File: src/rtl/regbank_bus_reader.sv
// regbank_bus_reader: reads registers on a shared tri-state bus via one-hot-low chip selects
module regbank_bus_reader #(
    parameter int NrOfBits = 32,
    parameter int NrOfRegs = 8,
    parameter int AddrBits = 3
) (
    input  logic                Clock,
    input  logic                Reset,
    input  logic                Tick,
    input  logic                req_valid,
    input  logic [AddrBits-1:0] req_addr,
    input  logic [AddrBits:0]   req_len,
    output logic                req_ready,
    output logic [NrOfRegs-1:0] cs,
    input  logic [NrOfBits-1:0] Bus,
    output logic                rsp_valid,
    output logic [NrOfBits-1:0] rsp_data,
    output logic                rsp_last,
    output logic                rsp_err,
    input  logic                rsp_ready
);
    typedef enum logic [1:0] {IDLE, SELECT, CAPTURE, RESPOND} state_t;
    localparam logic [AddrBits:0] ONE = 1;
    state_t state, state_n;
    logic [AddrBits-1:0] addr, addr_n;
    logic [AddrBits:0] cnt, cnt_n;
    logic [NrOfRegs-1:0] cs_n;
    logic [NrOfBits-1:0] rsp_data_n;
    logic rsp_valid_n, rsp_last_n, rsp_err_n, oob;

    // Out-of-range addresses decode to no select at all, so the bus stays floating
    function automatic logic [NrOfRegs-1:0] decode(input logic [AddrBits-1:0] a);
        logic [NrOfRegs-1:0] d;
        for (int i = 0; i < NrOfRegs; i++) d[i] = int'(a) != i;
        return d;
    endfunction

    assign req_ready = state == IDLE;
    assign oob = int'(addr) >= NrOfRegs;

    // Next-state and next-register values; cs is loaded one edge ahead so it is low for SELECT and CAPTURE
    always_comb begin
        state_n = state;
        addr_n = addr;
        cnt_n = cnt;
        cs_n = cs;
        rsp_valid_n = rsp_valid;
        rsp_data_n = rsp_data;
        rsp_last_n = rsp_last;
        rsp_err_n = rsp_err;
        case (state)
            IDLE: if (req_valid) begin
                state_n = SELECT;
                addr_n = req_addr;
                cnt_n = (req_len == '0) ? ONE : req_len;
                cs_n = decode(req_addr);
            end
            SELECT: state_n = CAPTURE;
            CAPTURE: begin
                state_n = RESPOND;
                cs_n = '1;
                rsp_valid_n = 1'b1;
                rsp_data_n = oob ? '0 : Bus;
                rsp_err_n = oob;
                rsp_last_n = cnt == ONE;
            end
            RESPOND: if (rsp_ready) begin
                cnt_n = cnt - ONE;
                addr_n = addr + 1'b1;
                rsp_valid_n = 1'b0;
                rsp_last_n = 1'b0;
                rsp_err_n = 1'b0;
                state_n = (cnt == ONE) ? IDLE : SELECT;
                cs_n = (cnt == ONE) ? '1 : decode(addr_n);
            end
            default: state_n = IDLE;
        endcase
    end

    // State register, advancing only on Tick edges; reset releases the bus immediately
    always_ff @(posedge Clock or negedge Reset) begin
        if (!Reset) begin
            state <= IDLE;
            addr <= '0;
            cnt <= '0;
            cs <= '1;
            rsp_valid <= 1'b0;
            rsp_data <= '0;
            rsp_last <= 1'b0;
            rsp_err <= 1'b0;
        end else if (Tick) begin
            state <= state_n;
            addr <= addr_n;
            cnt <= cnt_n;
            cs <= cs_n;
            rsp_valid <= rsp_valid_n;
            rsp_data <= rsp_data_n;
            rsp_last <= rsp_last_n;
            rsp_err <= rsp_err_n;
        end
    end
endmodule

File: config.mk
export PLATFORM = sky130hd
export DESIGN_NAME = regbank_bus_reader
export DESIGN_NICKNAME = d
export VERILOG_FILES = /design/src/rtl/regbank_bus_reader.sv
export SDC_FILE = /design/constraint.sdc
export NUM_CORES = 1
export LEC_CHECK = 0
export CORE_MARGIN = 8
export CORE_UTILIZATION = 25
export DETAILED_ROUTE_END_ITERATION = 10
export PLACE_DENSITY = 0.55
export SLEW_MARGIN = 25
export SYNTH_ARGS = -nofsm -noshare
export SYNTH_HDL_FRONTEND = slang
export SYNTH_SLANG_ARGS = --single-unit
export TNS_END_PERCENT = 10
File: constraint.sdc
create_clock -name Clock -period 3.3 [get_ports Clock]
set_input_delay 0.33 -clock Clock [delete_from_list [all_inputs] [get_ports Clock]]
set_output_delay 0.33 -clock Clock [all_outputs]
set_load 0.01 [all_outputs]
==> results.toml, run 1 <==
[grt]
track_usage_pct = 9.46
grt_pass1_vias = 1860
antenna_found_initial = 0
grt-ovfl-total = 0
grt_first_pass_wirelength_mm = 9.76
grt_max_degree = 47

[critical_path]
worstPathArrival_ns = 2.35
cp-end-kind = "flip-flop"
critPathLaunchType = "flip-flop"
worstPathRequired_ns = 3.55
crit_fanout = 16
critical_path_class = "flip-flop to flip-flop"

[routing]
drt_wl_total_mm = 6.15
route.detailed.drc = 0
wl_met3_um = 512
via_per_inst = 4.33
wl_met2_mm = 2.80
antenna_left = 0
drt-initial-drc-count = 61
num_vias = 1826
highest_layer = "met4"
wirelength_met1_mm = 2.79
avgRoutedWirePerCell_um = 14.6
drt_pass1_iterations = 5

[clocking]
cts_hold_buf = 0
post-cts-setup-buffers = 0
cts-resized-gates = 0
clk_latency_ns = 0.30
cts_tree = "built"
clk_path_buf_depth = 2
numCtsBuffers = 5
h-tree-depth = 2
clkSinkCount = 51
cts_root_buffer = "clkbuf_8"
clk_pin_slew_ns = 0.10

[die]
coreArea_um2 = 9590
start_util_pct = 25.3
die_area_um2 = 13100
die_x_um = 114
fp-row-count = 36
pin_count = 88
die_h_um = 114

[sta]
drv_slew = 0
slew_headroom_pct = 52.9
timing.final.crit_share_pct = 63.5
setup_viol = 0
tns_ns = 0
rsz0062_at_grt = "false"
achievable-frequency_ghz = 0.477
hold_viol_final = 0
skew_ns = 0.00312
tightest_slew_ns = 0.706
period_minus_slack_ns = 2.10
hold-worst-slack_ns = 0.00652

[run]
maxCapViolations = 0

[hold_path]
worstHoldPathType = "input port to asynchronous set/reset pin"

[final_layout]
diodes = 0
drive_above_1_share_pct = 20.8
area_growth_pct = 46.2
nNetsFinal = 344
design_area_um2 = 3540

[logic_synthesis]
synthArstFlopShare_pct = 100
ys_top_cells_by_area = "dfrtp_1 44%, mux2_2 15%, dfstp_2 8.7%"
ys_seq_area_share_pct = 53.1
avgSynthCellArea_um2 = 12.1
synth-seq-cells = 51
synth_edf_count = 0
netlist_instances = 201
synthDistinctLibCells = 41
synth_top_area_share_pct = 44.4
syn-cell-area_um2 = 2420
synth_top_area_cell = "dfrtp_1"
ys_warn_count = 0
syn_nets = 257
synth_ff_type = "dfrtp_1"

[power]
pwr-share-clk_pct = 14.0
power.total_w = 0.00322
total_leakage_power_nw = 1.47
p_sw_share_pct = 34.3
pwr-share-comb_pct = 49.8
pwr-share-seq_pct = 36.2
vdd_drop_max_mv = 0.285
p_sw_w = 0.00110
p_per_area_nw_per_um2 = 909
internal-power_w = 0.00212

[status]
status = "completed"

[place]
dp.final_hpwl_mm = 4.56
gp_congestion = 0.802
port_buffers = 86
placed_area_um2 = 3420
==> through the flow <==
stage               cells  utilization [%]  setup slack, ns
floorplan             201                -             1.56
global placement      414             35.6             1.05
detailed placement    414             35.7             1.01
CTS                   422             36.9            0.999
global route          422             36.9            0.928
finish                422             36.9             1.20
==> final cells by class <==
type / count / area [µm²]
fillers: 975 / 6050
clock inverters: 3 / 46.3
inverters: 9 / 33.8
clock buffers: 5 / 68.8
flip-flops and latches: 51 / 1290
well taps: 133 / 166
multi-input cells: 132 / 1060
repair buffers: 89 / 881
==> flip-flops by register name, summed over array words and instances, names as in the netlist <==
name	flops
addr	3
rsp_last	1
cnt	4
cs	8
rsp_data	32
state	2
rsp_valid	1
==> cell usage after synthesis, drive strengths merged, types with 2 or more instances <==
library cell / instances
a31oi: 2
o21ai: 16
dfrtp: 43
ha: 12
nand2b: 4
and3: 3
inv: 9
a22o: 2
mux2i: 2
nand3: 3
a211o: 4
a32o: 4
nor2: 4
nand2: 19
dfstp: 8
mux2: 32
nor2b: 2
buf: 6
clkbuf: 3
nor3: 5
a21oi: 3
==> critical path, cell delays in order (launching register included) <==
cell and delay, ns:
dfrtp_1 0.41, ha_1 0.32, nand2b_1 0.19, nand4b_1 0.57, a31oi_1 0.38, a22o_1 0.16
==> placed cells by master (no fill, tap or decap), types with 3 or more instances in the layout <==
cell and n:
buf_4 4, o21ai_0 12, a21oi_1 3, mux2_2 32, dfrtp_1 43, clkdlybuf4s50_1 85
nand2_1 19, inv_1 9, nor3_1 5, o21ai_2 4, nand3_1 3, a211o_1 3
nand2b_1 4, ha_1 12, clkbuf_8 5, nor2_1 4, dfstp_2 8, a32o_1 4
==> power by group through the flow <==
stage / combinational (W) / sequential, W / clock, W
3_3_place_gp: 0.00160 / 0.00118 / 0
5_1_grt: 0.00176 / 0.00121 / 0.000499
2_1_floorplan: 0.000728 / 0.00129 / 0
6_report: 0.00160 / 0.00117 / 0.000451
3_5_place_dp: 0.00162 / 0.00118 / 0
4_1_cts: 0.00163 / 0.00117 / 0.000477
==> final timing paths <==
path,end,slack [ns],depth (start not counted),from
worst max-delay path,cs[5]$_DFFE_PN1P_,1.20,5,state[0]$_DFFE_PN0P_
worst min-delay path,cnt[2]$_DFFE_PN0P_,0.007,1,Reset
worst max register to register,cs[5]$_DFFE_PN1P_,1.20,5,state[0]$_DFFE_PN0P_
worst min register to register,cs[2]$_DFFE_PN1P_,0.48,2,cs[2]$_DFFE_PN1P_
max in group asynchronous,cs[0]$_DFFE_PN1P_,2.62,2,Reset
min in group Clock,cs[2]$_DFFE_PN1P_,0.48,2,cs[2]$_DFFE_PN1P_
==> metal layers <==
metal	GRT usage, %	vias up
li1	-	884
met1	11.3	887
met2	15.2	50
met3	4.01	5
met4	2.66	0
met5	0	-
==> cells by family (layout without fill, tap and decap cells) <==
family          after synthesis  after routing  share of synthesized area, %
mux                          34             34                          15.7
fa+ha+maj                    12             12                          6.19
simple gates                 47             47                          10.1
xor+xnor                      2              2                         0.723
other cells                   1              1                         0.155
compound gates               36             36                          10.6
buf+inv                      18            106                          3.46
flops                        51             51                          53.1
Note: power is estimated with default switching activity, not from simulation.
==> run 2, diff against run 1 <==
clock period = 2 ns   (was 3.3 ns; I/O delays follow)
==> run 2 against run 1 <==
  * Die area stayed put
  * Register-to-register slack worse by 0.91 ns
  * Flip-flop and latch count stayed put
  * Total power is 62% higher
  * Clock skew is 0.0018 ns higher
  * Wire length is 1.8% lower
  * Final cell count is 0.95% higher
  * Hold slack better by 0.44 ns
  * Clock power is 38% higher
  * Critical path type is now flip-flop to output port
  * Critical endpoint is now req_ready
==> results.toml, run 2 (same netlist as run 1, synthesis figures left out) <==
[status]
status = "completed"

[final_layout]
final_common_cell = "clkdlybuf4s50_1"
area_growth_pct = 47.3
regMostFlops = "rsp_data"
drive_above_1_share_pct = 20.8
diodes = 0
final_cell_mix = "85 x clkdlybuf4s50_1, 43 x dfrtp_1, 32 x mux2_2, 19 x nand2_1"
nNetsFinal = 348
final_util_pct = 37.2
reg.largest.list = "rsp_data x32, cs x8, cnt x4"
largest_reg_flops = 32

[critical_path]
worstPathRequired_ns = 1.80
cpMaxStageDelayCell = "clkdlybuf4s50_1"
worstPathArrival_ns = 1.66
crit_fanout = 4
critical_path_class = "flip-flop to output port"
cp-end-kind = "output port"
critPathLaunchType = "flip-flop"
crit_chain = "inv_1, ha_1, clkdlybuf4s50_1"
worst_path_largest_cell_delay_ns = 0.58

[clocking]
clk_latency_ns = 0.30
clk_pin_slew_ns = 0.09
cts-resized-gates = 0
cts_tree = "built"
h-tree-depth = 2
cts_root_buffer = "clkbuf_8"
post-cts-setup-buffers = 0
clk_path_buf_depth = 2
clkSinkCount = 51
numCtsBuffers = 5

[routing]
antenna_left = 0
drt_wl_total_mm = 6.04
route.detailed.drc = 0
drt-initial-drc-count = 54
num_vias = 1822
drt_pass1_iterations = 4
wirelength_met1_mm = 2.82
via_per_inst = 4.28
wl_met2_mm = 2.77
highest_layer = "met4"
wl_met3_um = 417
avgRoutedWirePerCell_um = 14.2

[die]
die_x_um = 114
coreArea_um2 = 9590
die_area_um2 = 13100
pin_count = 88
fp-row-count = 36
start_util_pct = 25.3
die_h_um = 114

[power]
pwr-share-comb_pct = 51.2
p_sw_share_pct = 34.4
internal-power_w = 0.00343
p_per_area_nw_per_um2 = 1460
total_leakage_power_nw = 1.49
vdd_drop_max_mv = 0.410
pwr-share-seq_pct = 37.0
pwr-share-clk_pct = 11.9
p_sw_w = 0.00179

[sta]
tns_ns = 0
tightest_slew_ns = 0.636
skew_ns = 0.00496
period_minus_slack_ns = 1.86
timing.final.crit_share_pct = 92.9
achievable-frequency_ghz = 0.538
hold_viol_final = 0
rsz0062_at_grt = "false"
slew_headroom_pct = 57.6
setup_viol = 0
drv_slew = 0

[grt]
grt_first_pass_wirelength_mm = 10.1
antenna_found_initial = 0
track_usage_pct = 9.61
grt_pass1_vias = 1954
grt_max_degree = 34
grt-ovfl-total = 0

[hold_path]
worstHoldPathType = "input port to asynchronous set/reset pin"

[run]
maxCapViolations = 0

[place]
port_buffers = 86
gp_congestion = 0.774
dp.final_hpwl_mm = 4.61
==> run 2: cell type report <==
class                      instances  area (µm²)
multi-input combinational        132        1050
tap                              133         166
inverter                           9        33.8
fill                             992        6020
sequential                        51        1290
timing repair buffer              93         936
clock buffer                       6        82.6
clock inverter                     2        11.3
==> run 2: layer usage <==
| layer | up-vias | GRT usage [%] |
|---|---|---|
| met1 | 876 | 12.1 |
| li1 | 889 | - |
| met5 | - | 0 |
| met2 | 53 | 15.3 |
| met4 | 0 | 2.22 |
| met3 | 4 | 3.38 |
==> run 2: worst paths after layout <==
path	start	to	slack (ns)	depth (start not counted)
worst max-delay path	state[1]$_DFFE_PN0P_	req_ready	0.14	3
worst min-delay path	Reset	cnt[1]$_DFFE_PN0P_	0.45	2
worst max register to register	state[1]$_DFFE_PN0P_	cnt[3]$_DFFE_PN0P_	0.29	7
worst min register to register	cs[1]$_DFFE_PN1P_	cs[1]$_DFFE_PN1P_	0.48	2
max in group asynchronous	Reset	cs[6]$_DFFE_PN1P_	0.91	3
min in group Clock	cs[1]$_DFFE_PN1P_	cs[1]$_DFFE_PN1P_	0.48	2
==> run 2: through the flow <==
step                      power (W)  setup slack (ns)  instance area (µm²)  hold slack [ns]  std cells
after floorplan             0.00333             0.264                 2420          -0.0956        201
after global placement      0.00463             0.327                 3470            0.273        417
after detailed placement    0.00467             0.314                 3470            0.268        417
after CTS                   0.00533             0.102                 3570            0.476        426
after global routing        0.00568            0.0104                 3570            0.487        426
final                       0.00522             0.142                 3570            0.449        426
==> run 2: what timing repair did <==
action | CTS | global route
hold buffers | 1 | 0
endpoints found under the setup margin | 0 | 0
endpoints found under the hold margin | 25 | 0
==> run 2: worst max-delay path: cells and delay by family, from the launching register on <==
kind | cells | cell delay (ns)
buffers and inverters | 2 | 0.72
DFF | 1 | 0.42
adders and majority gates | 1 | 0.23
==> run 2: power groups by stage <==
stage	clock, W	combinational (W)	sequential (W)
2_1_floorplan	0	0.00120	0.00213
4_1_cts	0.000670	0.00272	0.00194
5_1_grt	0.000715	0.00296	0.00201
3_3_place_gp	0	0.00268	0.00194
3_5_place_dp	0	0.00272	0.00195
6_report	0.000621	0.00267	0.00193
==> run 3, diff against run 2 <==
HOLD_SLACK_MARGIN = 0.15   (was not set)
==> results of run 3 <==
Same layout as run 2: the final DEF is identical, and so are final timing and power.
